[config.mk]
export PLATFORM = sky130hd
export DESIGN_NAME = cam_controller
export DESIGN_NICKNAME = d
export VERILOG_FILES = /design/src/rtl/cam_ctrl_pkg.sv /design/src/rtl/cam_priority_encoder.sv /design/src/rtl/cam_controller.sv
export SDC_FILE = /design/constraint.sdc
export NUM_CORES = 1
export LEC_CHECK = 0
export ABC_AREA = 0
export ABC_CLOCK_PERIOD_IN_PS = 2210
export BUFFER_PORTS_ARGS = -buffer_cell sky130_fd_sc_hd__buf_4
export CAP_MARGIN = 20
export CORE_MARGIN = 4
export CORE_UTILIZATION = 55
export CTS_BUF_LIST = sky130_fd_sc_hd__clkbuf_4 sky130_fd_sc_hd__clkbuf_8
export CTS_CLUSTER_DIAMETER = 50
export DETAILED_ROUTE_END_ITERATION = 8
export HOLD_SLACK_MARGIN = 0.15
export PLACE_DENSITY = 0.79
export SYNTH_ARGS = -nofsm -noshare
export SYNTH_HDL_FRONTEND = slang
export SYNTH_SLANG_ARGS = --single-unit
[constraint.sdc]
create_clock -name clk -period 2.21 [get_ports clk]
set_input_delay 0.442 -clock clk [delete_from_list [all_inputs] [get_ports clk]]
set_output_delay 0.442 -clock clk [all_outputs]
set_load 0.01 [all_outputs]
[src/rtl/cam_ctrl_pkg.sv]
// Shared opcodes, FSM state encoding and width helper for the CAM controller.
package cam_ctrl_pkg;

  localparam logic [1:0] OP_SEARCH = 2'b00;
  localparam logic [1:0] OP_WRITE  = 2'b01;
  localparam logic [1:0] OP_ALLOC  = 2'b10;
  localparam logic [1:0] OP_INVAL  = 2'b11;

  typedef enum logic [1:0] {
    ST_IDLE   = 2'd0,
    ST_SEARCH = 2'd1,
    ST_WRITE  = 2'd2,
    ST_RESP   = 2'd3
  } state_t;

  // Never returns less than 1 so single-entry vectors still get a legal width.
  function automatic int clog2(input int n);
    int r;
    r = 0;
    while ((1 << r) < n) r++;
    return (r < 1) ? 1 : r;
  endfunction

endpackage

[src/rtl/cam_priority_encoder.sv]
// Lowest-set-bit index of a vector plus an any-bit-set flag.
module cam_priority_encoder
  import cam_ctrl_pkg::*;
#(
  parameter  int N = 8,
  localparam int W = clog2(N)
) (
  input  logic [N-1:0] vec,
  output logic [W-1:0] idx,
  output logic         any
);

  // Scanning high to low leaves the lowest set index as the final assignment.
  always_comb begin
    idx = '0;
    any = 1'b0;
    for (int i = N - 1; i >= 0; i--) begin
      if (vec[i]) begin
        idx = W'(i);
        any = 1'b1;
      end
    end
  end

endmodule

[src/rtl/cam_controller.sv]
// CAM sequencer: search / write / allocate / invalidate with row-occupancy tracking.
// Optional rsp_multi output is enabled by defining CAM_CTRL_MULTI_MATCH_EN.
//
// state     | meaning
// ST_IDLE   | ready for a request
// ST_SEARCH | key on array, waiting CAM_LATENCY cycles for match lines
// ST_WRITE  | one-cycle write/invalidate/error slot
// ST_RESP   | response pulse cycle
module cam_controller
  import cam_ctrl_pkg::*;
#(
  parameter  int CAM_WIDTH   = 8,
  parameter  int CAM_DEPTH   = 8,
  parameter  int CAM_LATENCY = 1,
  localparam int ADDR_W      = clog2(CAM_DEPTH)
) (
  input  logic                 clk,
  input  logic                 rst,
  input  logic                 req_valid,
  output logic                 req_ready,
  input  logic [1:0]           req_op,
  input  logic [ADDR_W-1:0]    req_addr,
  input  logic [CAM_WIDTH-1:0] req_word,
  input  logic [CAM_WIDTH-1:0] req_mask,
  output logic                 rsp_valid,
  output logic                 rsp_hit,
  output logic [ADDR_W-1:0]    rsp_addr,
  output logic                 rsp_err,
  output logic [CAM_DEPTH-1:0] cam_we,
  output logic [CAM_WIDTH-1:0] cam_search_word,
  output logic [CAM_WIDTH-1:0] cam_dont_care_mask,
  input  logic [CAM_DEPTH-1:0] cam_match,
`ifdef CAM_CTRL_MULTI_MATCH_EN
  output logic                 rsp_multi,
`endif
  output logic [ADDR_W:0]      occupancy
);

  localparam int LAT_W = clog2(CAM_LATENCY + 1);

  state_t               state;
  logic [CAM_DEPTH-1:0] valid;
  logic [LAT_W-1:0]     lat_cnt;
  logic [ADDR_W-1:0]    addr_q;
  logic                 err_q;

  logic [CAM_DEPTH-1:0] hit_vec;
  logic [ADDR_W-1:0]    hit_idx;
  logic                 hit_any;
  logic [ADDR_W-1:0]    free_idx;
  logic                 free_any;
  logic                 addr_oob;
  logic                 accept;

  assign hit_vec  = cam_match & valid;
  assign addr_oob = {1'b0, req_addr} >= (ADDR_W + 1)'(CAM_DEPTH);
  assign accept   = req_valid & req_ready;

  cam_priority_encoder #(.N(CAM_DEPTH)) u_hit_enc (
    .vec(hit_vec),
    .idx(hit_idx),
    .any(hit_any)
  );

  cam_priority_encoder #(.N(CAM_DEPTH)) u_free_enc (
    .vec(~valid),
    .idx(free_idx),
    .any(free_any)
  );

`ifdef CAM_CTRL_MULTI_MATCH_EN
  logic multi_hit;
  // Clearing the lowest set bit leaves something only if two or more bits were set.
  assign multi_hit = |(hit_vec & (hit_vec - CAM_DEPTH'(1)));
`endif

  always_ff @(posedge clk or posedge rst) begin
    if (rst) begin
      state              <= ST_IDLE;
      req_ready          <= 1'b1;
      rsp_valid          <= 1'b0;
      rsp_hit            <= 1'b0;
      rsp_addr           <= '0;
      rsp_err            <= 1'b0;
      cam_we             <= '0;
      cam_search_word    <= '0;
      cam_dont_care_mask <= '0;
      valid              <= '0;
      occupancy          <= '0;
      lat_cnt            <= '0;
      addr_q             <= '0;
      err_q              <= 1'b0;
`ifdef CAM_CTRL_MULTI_MATCH_EN
      rsp_multi          <= 1'b0;
`endif
    end else begin
      case (state)
        ST_IDLE: begin
          if (accept) begin
            req_ready          <= 1'b0;
            cam_search_word    <= req_word;
            cam_dont_care_mask <= req_mask;
            addr_q             <= req_addr;
            err_q              <= 1'b0;
            state              <= ST_WRITE;
            case (req_op)
              OP_SEARCH: begin
                lat_cnt <= LAT_W'(CAM_LATENCY);
                state   <= ST_SEARCH;
              end
              OP_WRITE: begin
                if (addr_oob) begin
                  err_q <= 1'b1;
                end else begin
                  cam_we          <= CAM_DEPTH'(1) << req_addr;
                  valid[req_addr] <= 1'b1;
                  if (!valid[req_addr] && occupancy < (ADDR_W + 1)'(CAM_DEPTH))
                    occupancy <= occupancy + (ADDR_W + 1)'(1);
                end
              end
              OP_ALLOC: begin
                if (free_any) begin
                  addr_q          <= free_idx;
                  cam_we          <= CAM_DEPTH'(1) << free_idx;
                  valid[free_idx] <= 1'b1;
                  if (occupancy < (ADDR_W + 1)'(CAM_DEPTH))
                    occupancy <= occupancy + (ADDR_W + 1)'(1);
                end else begin
                  addr_q <= '0;
                  err_q  <= 1'b1;
                end
              end
              OP_INVAL: begin
                if (addr_oob) begin
                  err_q <= 1'b1;
                end else begin
                  valid[req_addr] <= 1'b0;
                  if (valid[req_addr] && occupancy != '0)
                    occupancy <= occupancy - (ADDR_W + 1)'(1);
                end
              end
            endcase
          end
        end
        ST_SEARCH: begin
          if (lat_cnt == '0) begin
            state     <= ST_RESP;
            rsp_valid <= 1'b1;
            rsp_hit   <= hit_any;
            rsp_addr  <= hit_idx;
            rsp_err   <= 1'b0;
`ifdef CAM_CTRL_MULTI_MATCH_EN
            rsp_multi <= multi_hit;
`endif
          end else begin
            lat_cnt <= lat_cnt - LAT_W'(1);
          end
        end
        ST_WRITE: begin
          cam_we    <= '0;
          state     <= ST_RESP;
          rsp_valid <= 1'b1;
          rsp_hit   <= 1'b0;
          rsp_addr  <= addr_q;
          rsp_err   <= err_q;
        end
        ST_RESP: begin
          state     <= ST_IDLE;
          req_ready <= 1'b1;
          rsp_valid <= 1'b0;
          rsp_hit   <= 1'b0;
          rsp_addr  <= '0;
          rsp_err   <= 1'b0;
`ifdef CAM_CTRL_MULTI_MATCH_EN
          rsp_multi <= 1'b0;
`endif
        end
        default: state <= ST_IDLE;
      endcase
    end
  end

endmodule

==> Word-level counts from Yosys, hierarchy flattened <==
Cells that the tools add are included.
{ "totals": {"ff_bits": 50, "out_inout_bits": 35} }
{ "op_classes": {"n_addsub": 3, "order_cmp": 5, "eq_ne": 15, "shifts": 2, "n_mux": 71, "bitwise": 7, "reduce_logical": 24} }
{ "op_table": {"columns": ["cell", "count"], "rows": [
  ["$mux 3", 19],
  ["$pmux 8 s2", 2],
  ["$mux 1", 28],
  ["$mux 8", 3],
  ["$pmux 8 s3", 1],
  ["$and 8x8->8", 2],
  ["$mux 4", 4],
  ["$not 8->8", 2],
  ["$or 8x8->8", 2],
  ["$shl 1x3->8 const A", 2],
  ["$ne 2x2->1 const B", 6],
  ["$pmux 4 s3", 1],
  ["$reduce_and 2->1", 5],
  ["$pmux 3 s3", 1],
  ["$eq 2x2->1 const B", 4],
  ["$lt 3x4->1 const B", 2],
  ["$pmux 2 s4", 1],
  ["$reduce_and 4->1", 2],
  ["$reduce_bool 2->1", 4],
  ["$reduce_and 7->1", 1],
  ["$demux 1 s3", 2],
  ["$ge 3x1->1 const B", 2],
  ["$mux 2", 3],
  ["$pmux 1 s2", 3],
  ["other kinds (18)", 25]
]} }

==> Longest topological paths before layout <==
Gate-level depths: netlist of run 1.
{ "depth": {"depth_word": 16, "depth_mapped": 10, "ltp_nobuf": 9} }

==> Hierarchy <==
A second synthesis of run 1 with hierarchy kept.
{ "hier_totals": {"cells_unflattened": 304, "hier_area_um2": 2940.3} }
{ "modules_own_cells": {"columns": ["mod", "instances", "cells_each", "area_per_inst_um2", "seq_area_each_um2"], "rows": [
  ["cam_controller", 1, 278, 2780.2, 1252.5],
  ["cam_priority_encoder", 2, 13, 80.1, 0.0]
]} }

==> Worst setup path before layout of run 1 <==
OpenSTA, ideal clock, no wires.
{ "synth_timing": {"kind": "input-to-reg", "start": "input port req_op[0]", "end": "register occupancy[3]", "setup_ns": 0.118, "arrival_ns": 2.027, "required_time_ns": 2.092, "slack_ns": 0.065, "stages": 10, "path_cell_list": "buf_2 > nand2_1 > inv_1 > ha_1 > a21o_1 > a21oi_1 > nor2_1 > a221oi_1 > nor4b_1 > a21o_1"} }
{ "synth_via": {"elab_chain_len": 3} }
{ "synth_lines": {"columns": ["item", "line_no", "text"], "rows": [
  ["start: declaration", "cam_controller.sv:21", "input logic [1:0] req_op,"],
  ["$eq 2x2->1 or $eq 2x1->1 (tied branches)", "cam_controller.sv:106", "case (req_op)"],
  ["$ne 2x2->1 (no source line) or $reduce_bool 3->1 (tied branches)", null, null],
  ["$reduce_and 7->1 (no source line)", null, null],
  ["end signal: assignment", "cam_controller.sv:118", "occupancy <= occupancy + (ADDR_W + 1)'(1);"],
  ["end signal: assignment", "cam_controller.sv:127", "occupancy <= occupancy + (ADDR_W + 1)'(1);"],
  ["end signal: assignment", "cam_controller.sv:139", "occupancy <= occupancy - (ADDR_W + 1)'(1);"],
  ["end: declaration", "cam_controller.sv:36", "output logic [ADDR_W:0] occupancy"]
]} }
Parallel ways exist; a longest one is shown, timed or not.
A chain may end at the register's enable or synchronous reset.

==> Worst setup path in the final report of run 1 <==
{ "layout_timing": {"start": "register state[0]", "end": "register valid[6]"} }
{ "layout_via": {"elab_chain_len": 2} }
{ "layout_lines": {"columns": ["item", "line_no", "text"], "rows": [
  ["start: declaration", "cam_controller.sv:41", "state_t state;"],
  ["start signal: assignment", "cam_controller.sv:79", "state <= ST_IDLE;"],
  ["start signal: assignment", "cam_controller.sv:105", "state <= ST_WRITE;"],
  ["start signal: assignment", "cam_controller.sv:109", "state <= ST_SEARCH;"],
  ["$logic_not 2->1", "cam_controller.sv:97", "case (state)"],
  ["$reduce_and 4->1 (no source line)", null, null],
  ["end signal: assignment", "cam_controller.sv:88", "valid <= '0;"],
  ["end signal: indexed assignment", "cam_controller.sv:116", "valid[req_addr] <= 1'b1;"],
  ["end signal: indexed assignment", "cam_controller.sv:125", "valid[free_idx] <= 1'b1;"],
  ["end: declaration", "cam_controller.sv:42", "logic [CAM_DEPTH-1:0] valid;"]
]} }
Every way passes these cells.

==> results_dict.tcl, run 1 <==
set metrics [dict create \
    async_reset_ff_frac 1.000 \
    grt_use_total 0.2279 \
    yosysSeqAreaShare 0.4571 \
    path_max_fanout 6 \
    critPathSlowestCell "dfrtp_1" \
    antenna_found_initial 0 \
    path_buf_inv 3 \
    synth_seq_cells 50 \
    combPwrFrac 0.467 \
    reg2reg_setup_slack_ns 0.24 \
    critPathMostFrequentCell "inv_1" \
    hold_viol_final 0 \
    rsz0062_at_grt "no" \
    post_drt_wl_per_cell_um 14.65 \
    hpwl_um 4885 \
    path_clk_slew_ns 0.09 \
    drt_pass1_iterations 4 \
    grt_overflow 0 \
    synth-edff-count 0 \
    num_rows 25 \
    finalClockSkew_ns 0.008592 \
    switchingPower_w 0.001609 \
    cts_max_level 2 \
    portBuffers 66 \
    finalSetupTns_ns 0 \
    path_delay_family "simple AND/OR/NAND/NOR gates" \
    maxSlewHeadroom 0.6310 \
    status "complete, no violations" \
    num_antenna_cells 0 \
    drc_errors 0 \
    finalSetupViolCount 0 \
    grt_pass1_wl_um 11220 \
    start_util 0.5725 \
    clock.fmax_ghz 0.5072 \
    syn-num-nets 344 \
    yosys_warnings 0 \
    p_int_w 0.002371 \
    timing.final.crit_share 0.8921 \
    met2_usage 0.3718 \
    stdcell_area_sq_um 3450 \
    vias_per_cell 5.577 \
    dpl_cell_area_sq_um 3361 \
    cts_root_buf "clkbuf_8" \
    dieArea_sq_um 6176 \
    drive_gt1_frac 0.2599 \
    core_area_sq_um 4786 \
    die_w_um 78.59 \
    ios 67 \
    insertion_delay_ns 0.31 \
    max_stage_delay_ns 0.42 \
    numCtsBuffers 5 \
    crit_chain "inv_1 -> ha_2 -> inv_1 -> nor2_2 -> buf_4 -> nand3_1 -> nor2_1 -> mux2i_1 -> o21ai_0" \
    synth.cell_area_sq_um 2740 \
    fin_crit_ns 1.971 \
    multi_input_area_sq_um 1371 \
    synthCells 304 \
    ir_worst_vdd_mv 0.8341 \
    leakage_nw 1.664 \
    seqPwrFrac 0.402 \
    drtAntennaViolNets 0 \
    met3_usage 0.05390 \
    die_h_um 78.59 \
    place.gp.congestion 0.9755 \
    drv_slew 0 \
    cts.sinks 50 \
    cts_max_path_buffers 2 \
    cts_tree "built" \
    crit_required_ns 2.39 \
    grt.met1_usage 0.2940 \
    area_growth_pct 25.89 \
    switching_share 0.4043 \
    min_path_type "in -> async" \
    grt_pass1_vias 2481 \
    critPathKind "reg -> reg" \
    syn_area_per_cell_sq_um 9.014 \
    ys_dominant_reg_cell "dfrtp_1" \
    first_iter_violations 130 \
    clock_power_share 0.131 \
    regArea_sq_um 1252 \
    dr_total_vias 2476 \
    ctsHoldBuffers 0 \
    grt.busiest_layer "met2" \
    worst_pin_slew_ns 0.5526 \
    grt_max_degree 27 \
    wl_um 6505 \
    ys_types 52 \
    crit_arrival_ns 2.15 \
    end_kind "register" \
    start_kind "register" \
    final_nets 417 \
    fillers 379 \
    drv_cap 0 \
    p_per_area_nw_per_um2 1154 \
]
==> cell usage in the layout (no fill, tap or decap), types with 3 or more instances in the layout <==
cell type	count
ha_1	6
o21ai_1	3
o21ai_0	17
mux2i_1	12
a22oi_1	4
nand4_1	3
nand3_1	7
a21oi_1	11
nor2_1	23
buf_4	78
nor4_1	3
a31oi_1	4
a22o_1	7
a21o_1	5
nor3_1	4
dfrtp_1	49
nand2_1	77
inv_1	13
clkbuf_8	5
==> registers in the layout, indices dropped and copies added (netlist names), 2 cells and up <==
| name | flops |
|---|---|
| occupancy | 4 |
| state | 2 |
| cam_we | 8 |
| cam_dont_care_mask | 8 |
| valid | 8 |
| cam_search_word | 8 |
| rsp_addr | 3 |
| addr_q | 3 |
==> area by class of cell <==
| class | count | area share |
|---|---|---|
| clock buffers | 5 | 0.01995 |
| multi-input cells | 227 | 0.3975 |
| clock inverters | 2 | 0.004353 |
| flip-flops and latches | 50 | 0.3631 |
| inverters | 14 | 0.01523 |
| well taps | 67 | 0.02430 |
| repair buffers | 79 | 0.1756 |
==> cell usage after synthesis (2+ instances only) <==
master | number | area (sq um)
a21o_1 | 5 | 37.54
a21oi_1 | 11 | 55.05
a22o_1 | 7 | 61.31
a22oi_1 | 4 | 30.03
a31oi_1 | 4 | 25.02
and2_1 | 2 | 12.51
buf_2 | 4 | 20.02
buf_4 | 2 | 15.01
clkbuf_1 | 5 | 18.77
dfrtp_1 | 49 | 1226
ha_1 | 7 | 87.58
inv_1 | 14 | 52.55
mux2_4 | 2 | 30.03
mux2i_1 | 12 | 120.1
nand2_1 | 77 | 289.0
nand2b_1 | 2 | 12.51
nand3_1 | 7 | 35.03
nand4_1 | 3 | 18.77
nor2_1 | 24 | 90.09
nor2b_1 | 2 | 12.51
nor3_1 | 4 | 20.02
nor4_1 | 3 | 18.77
o211ai_1 | 2 | 15.01
o21ai_0 | 17 | 85.08
o21ai_1 | 3 | 15.01
o31a_1 | 2 | 17.52
o31ai_1 | 2 | 15.01
o41ai_1 | 2 | 17.52
or2b_1 | 2 | 15.01
xnor2_1 | 2 | 17.52
==> path summary, 6_finish.rpt <==
check,endpoint,depth (start not counted),startpoint
worst max-delay path,valid[6]$_DFFE_PP0P_,9,state[0]$_DFFE_PP0P_
max in group asynchronous,req_ready$_DFFE_PP1P_,3,rst
worst min register to register,cam_search_word[3]$_DFFE_PP0P_,2,cam_search_word[3]$_DFFE_PP0P_
min in group clk,cam_search_word[2]$_DFFE_PP0P_,3,req_word[2]
worst max register to register,valid[6]$_DFFE_PP0P_,9,state[0]$_DFFE_PP0P_
worst min-delay path,cam_dont_care_mask[0]$_DFFE_PP0P_,2,rst
==> cells by family (layout without fill, tap and decap cells) <==
group                      Yosys count  in the layout  synth area share
and+or+nand+nor                    130            130            0.2059
xor gates and xnor gates             2              2          0.006394
muxes                               15             15           0.05891
DFF                                 50             50            0.4571
adders and majority gates            8              8           0.03927
AOI/OAI and AO/OA                   72             72            0.1881
buffers and inverters               27            100           0.04429
==> power groups by stage <==
| stage | logic, W | registers [W] | clock network [W] |
|---|---|---|---|
| after global placement | 0.00181 | 0.00159 | 0 |
| after detailed placement | 0.00187 | 0.00160 | 0 |
| after global routing | 0.00209 | 0.00165 | 0.000580 |
| after floorplan | 0.00108 | 0.00163 | 0 |
| final | 0.00186 | 0.00160 | 0.000522 |
| after CTS | 0.00187 | 0.00159 | 0.000545 |
==> what timing repair did <==
| item | CTS | global route |
|---|---|---|
| buffers inserted | 0 | 0 |
| gates resized for setup | 0 | 2 |
| endpoints found under the hold margin | 0 | 0 |
| endpoints found under the setup margin | 0 | 4 |
==> metrics by stage <==
step                        util  worst slack [ns]  power (W)  hold WS [ns]  std cells
after detailed placement  0.7022           0.02815   0.003469        0.4633        437
after CTS                 0.7197            0.1251   0.004008        0.1910        444
after global placement    0.7022            0.1285   0.003402        0.4595        437
after global routing      0.7208           0.04760   0.004325        0.2157        444
final                     0.7208            0.2385   0.003979        0.1815        444
after floorplan                -           0.06504   0.002716        0.4501        304
==> layer usage <==
layer | routed length (um) | part of all wire | up-vias
li1 | - | - | 1200
met3 | 416 | 0.064 | 13
met1 | 2832 | 0.44 | 1175
met2 | 3127 | 0.48 | 88
met4 | 129 | 0.020 | 0
met5 | 0 | 0 | -
(Power assumes the default switching activity.)
==> run 2: changes to the inputs <==
--- a/config.mk
+++ b/config.mk
@@ -6,16 +6,16 @@
 export NUM_CORES = 1
 export LEC_CHECK = 0
 export ABC_AREA = 0
-export ABC_CLOCK_PERIOD_IN_PS = 2210
+export ABC_CLOCK_PERIOD_IN_PS = 1720
 export BUFFER_PORTS_ARGS = -buffer_cell sky130_fd_sc_hd__buf_4
 export CAP_MARGIN = 20
 export CORE_MARGIN = 4
-export CORE_UTILIZATION = 55
+export CORE_UTILIZATION = 50
 export CTS_BUF_LIST = sky130_fd_sc_hd__clkbuf_4 sky130_fd_sc_hd__clkbuf_8
 export CTS_CLUSTER_DIAMETER = 50
 export DETAILED_ROUTE_END_ITERATION = 8
 export HOLD_SLACK_MARGIN = 0.15
-export PLACE_DENSITY = 0.79
+export PLACE_DENSITY = 0.75
 export SYNTH_ARGS = -nofsm -noshare
 export SYNTH_HDL_FRONTEND = slang
 export SYNTH_SLANG_ARGS = --single-unit
==> constraint.sdc (replaced) <==
create_clock -name clk -period 1.72 [get_ports clk]
set_input_delay 0.344 -clock clk [delete_from_list [all_inputs] [get_ports clk]]
set_output_delay 0.344 -clock clk [all_outputs]
set_load 0.01 [all_outputs]
==> run 2 against run 1 <==
Against the previous run:
- the run now ends with negative setup slack left
- non-clock buffer count rose by 53
- count of clock-buffer cells in the layout unchanged
- power increased by 50%
- worst hold slack improved by 0.048 ns
==> results_dict.tcl, run 2 (synthesis gave the netlist of run 1 again) <==
set metrics [dict create \
    portBuffers 66 \
    finalSetupTns_ns -0.1627 \
    p_per_area_nw_per_um2 1452 \
    cts_tree "built" \
    drtAntennaViolNets 0 \
    reg2reg_depth 5 \
    path_max_fanout 4 \
    leakage_nw 1.956 \
    path_delay_family "multiplexers" \
    min_path_type "in -> reg" \
    cts_max_path_buffers 2 \
    critPathKind "reg -> reg" \
    grt_max_degree 32 \
    vias_per_cell 5.314 \
    path_depth 5 \
    crit_chain "mux2_4 -> a211oi_4 -> nor2_2 -> nor3_4 -> mux2_4" \
    crit_start "valid[0]$_DFFE_PP0P_" \
    area_growth_pct 50.14 \
    dieArea_sq_um 6729 \
    dpl_cell_area_sq_um 3732 \
    cts_max_level 2 \
    layout_common_cells "buf_4 (126), nand2_1 (76), dfrtp_1 (45)" \
    crit_path_end "occupancy[2]$_DFFE_PP0P_" \
    end_kind "register" \
    critPathSlowestCell "dfrtp_1" \
    die_h_um 82.03 \
    dr_total_vias 2657 \
    start_util 0.5264 \
    hold_viol_final 0 \
    clock.fmax_ghz 0.5595 \
    crit_arrival_ns 1.97 \
    hpwl_um 5534 \
    critPathMostFrequentCell "mux2_4" \
    setup_ws_ns -0.06727 \
    path_clk_slew_ns 0.09 \
    path_buf_inv 0 \
    r2r_end "occupancy[2]$_DFFE_PP0P_" \
    maxSlewHeadroom 0.7145 \
    dp_slack_ns -0.1734 \
    max_stage_delay_ns 0.42 \
    wl_um 7596 \
    timing.final.crit_share 1.039 \
    reg2reg_setup_slack_ns -0.07 \
    finalSetupViolCount 5 \
    cts_root_buf "clkbuf_8" \
    ios 67 \
    core_area_sq_um 5205 \
    insertion_delay_ns 0.30 \
    place.gp.congestion 0.8664 \
    stdcell_area_sq_um 4114 \
    status "finished with violations" \
    drv_cap 0 \
    drv_slew 0 \
    grt_overflow 0 \
    holdWs_ns 0.2292 \
    violations "negative setup slack" \
    drt_pass1_iterations 4 \
    drc_errors 0 \
    num_rows 26 \
    antenna_found_initial 0 \
    crit_required_ns 1.90 \
    ir_worst_vdd_mv 0.8641 \
    rsz0062_at_grt "yes" \
    die_w_um 82.03 \
    grt_pass1_wl_um 11840 \
    finalClockSkew_ns 0.01168 \
    fin_crit_ns 1.787 \
    start_kind "register" \
    first_iter_violations 139 \
    r2r_start "valid[0]$_DFFE_PP0P_" \
    grt_use_total 0.2283 \
    drive_gt1_frac 0.4488 \
    post_drt_wl_per_cell_um 15.19 \
    grt_pass1_vias 2631 \
    cts.sinks 50 \
    final_nets 470 \
    num_antenna_cells 0 \
    numCtsBuffers 5 \
    worst_pin_slew_ns 0.4276 \
    final_common_cell "buf_4" \
]
-- run 2: per-stage QoR --
stage	util	cells	total power, W
floorplan	-	304	0.003560
global placement	0.7171	483	0.004828
detailed placement	0.7171	483	0.004939
CTS	0.7502	496	0.005749
global route	0.7904	500	0.006434
finish	0.7904	500	0.005971
-- run 2: worst min path at each step --
| stage | from | to | slack [ns] | cells past startpoint |
|---|---|---|---|---|
| after floorplan | req_mask[0] | cam_dont_care_mask[0]$_DFFE_PP0P_ | 0.45 | 2 |
| after global placement | rst | cam_dont_care_mask[0]$_DFFE_PP0P_ | 0.38 | 2 |
| after detailed placement | rst | cam_dont_care_mask[0]$_DFFE_PP0P_ | 0.38 | 2 |
| after CTS | req_word[7] | cam_search_word[7]$_DFFE_PP0P_ | 0.22 | 3 |
| after global routing | req_mask[5] | cam_dont_care_mask[5]$_DFFE_PP0P_ | 0.22 | 3 |
| final | req_mask[4] | cam_dont_care_mask[4]$_DFFE_PP0P_ | 0.23 | 3 |
-- run 2: power by group --
part	internal [W]	switching, W	total [W]
Sequential	0.00165	0.000343	0.00199
Clock	0.000278	0.000376	0.000654
Combinational	0.00166	0.00167	0.00333
-- run 2: metal layers --
layer / global-route usage / up-vias / wire, um
met5: 0 / - / 0
met2: 0.4006 / 86 / 3829
met1: 0.2899 / 1253 / 3165
li1: - / 1310 / -
met4: 0.02990 / 0 / 61
met3: 0.05921 / 8 / 540
-- run 2: repair_timing --
action | CTS | global route
pin swaps | 6 | 17
hold buffers | 1 | 0
endpoints found under the hold margin | 19 | 0
gates resized for setup | 14 | 44
buffers inserted | 4 | 4
gates cloned | 1 | 0
endpoints found under the setup margin | 20 | 25
-- run 2: cell type report --
type,count,area [sq um]
well taps,70,87.58
flip-flops and latches,50,1257
clock inverters,2,15.01
multi-input cells,227,1609
clock buffers,5,68.82
inverters,14,55.05
fillers,344,1091
repair buffers,132,1021
-- run 2: worst min-delay path, stage by stage --
cell and delay, ns:
buf_4 0.07, nand2_1 0.04, nand2_1 0.05
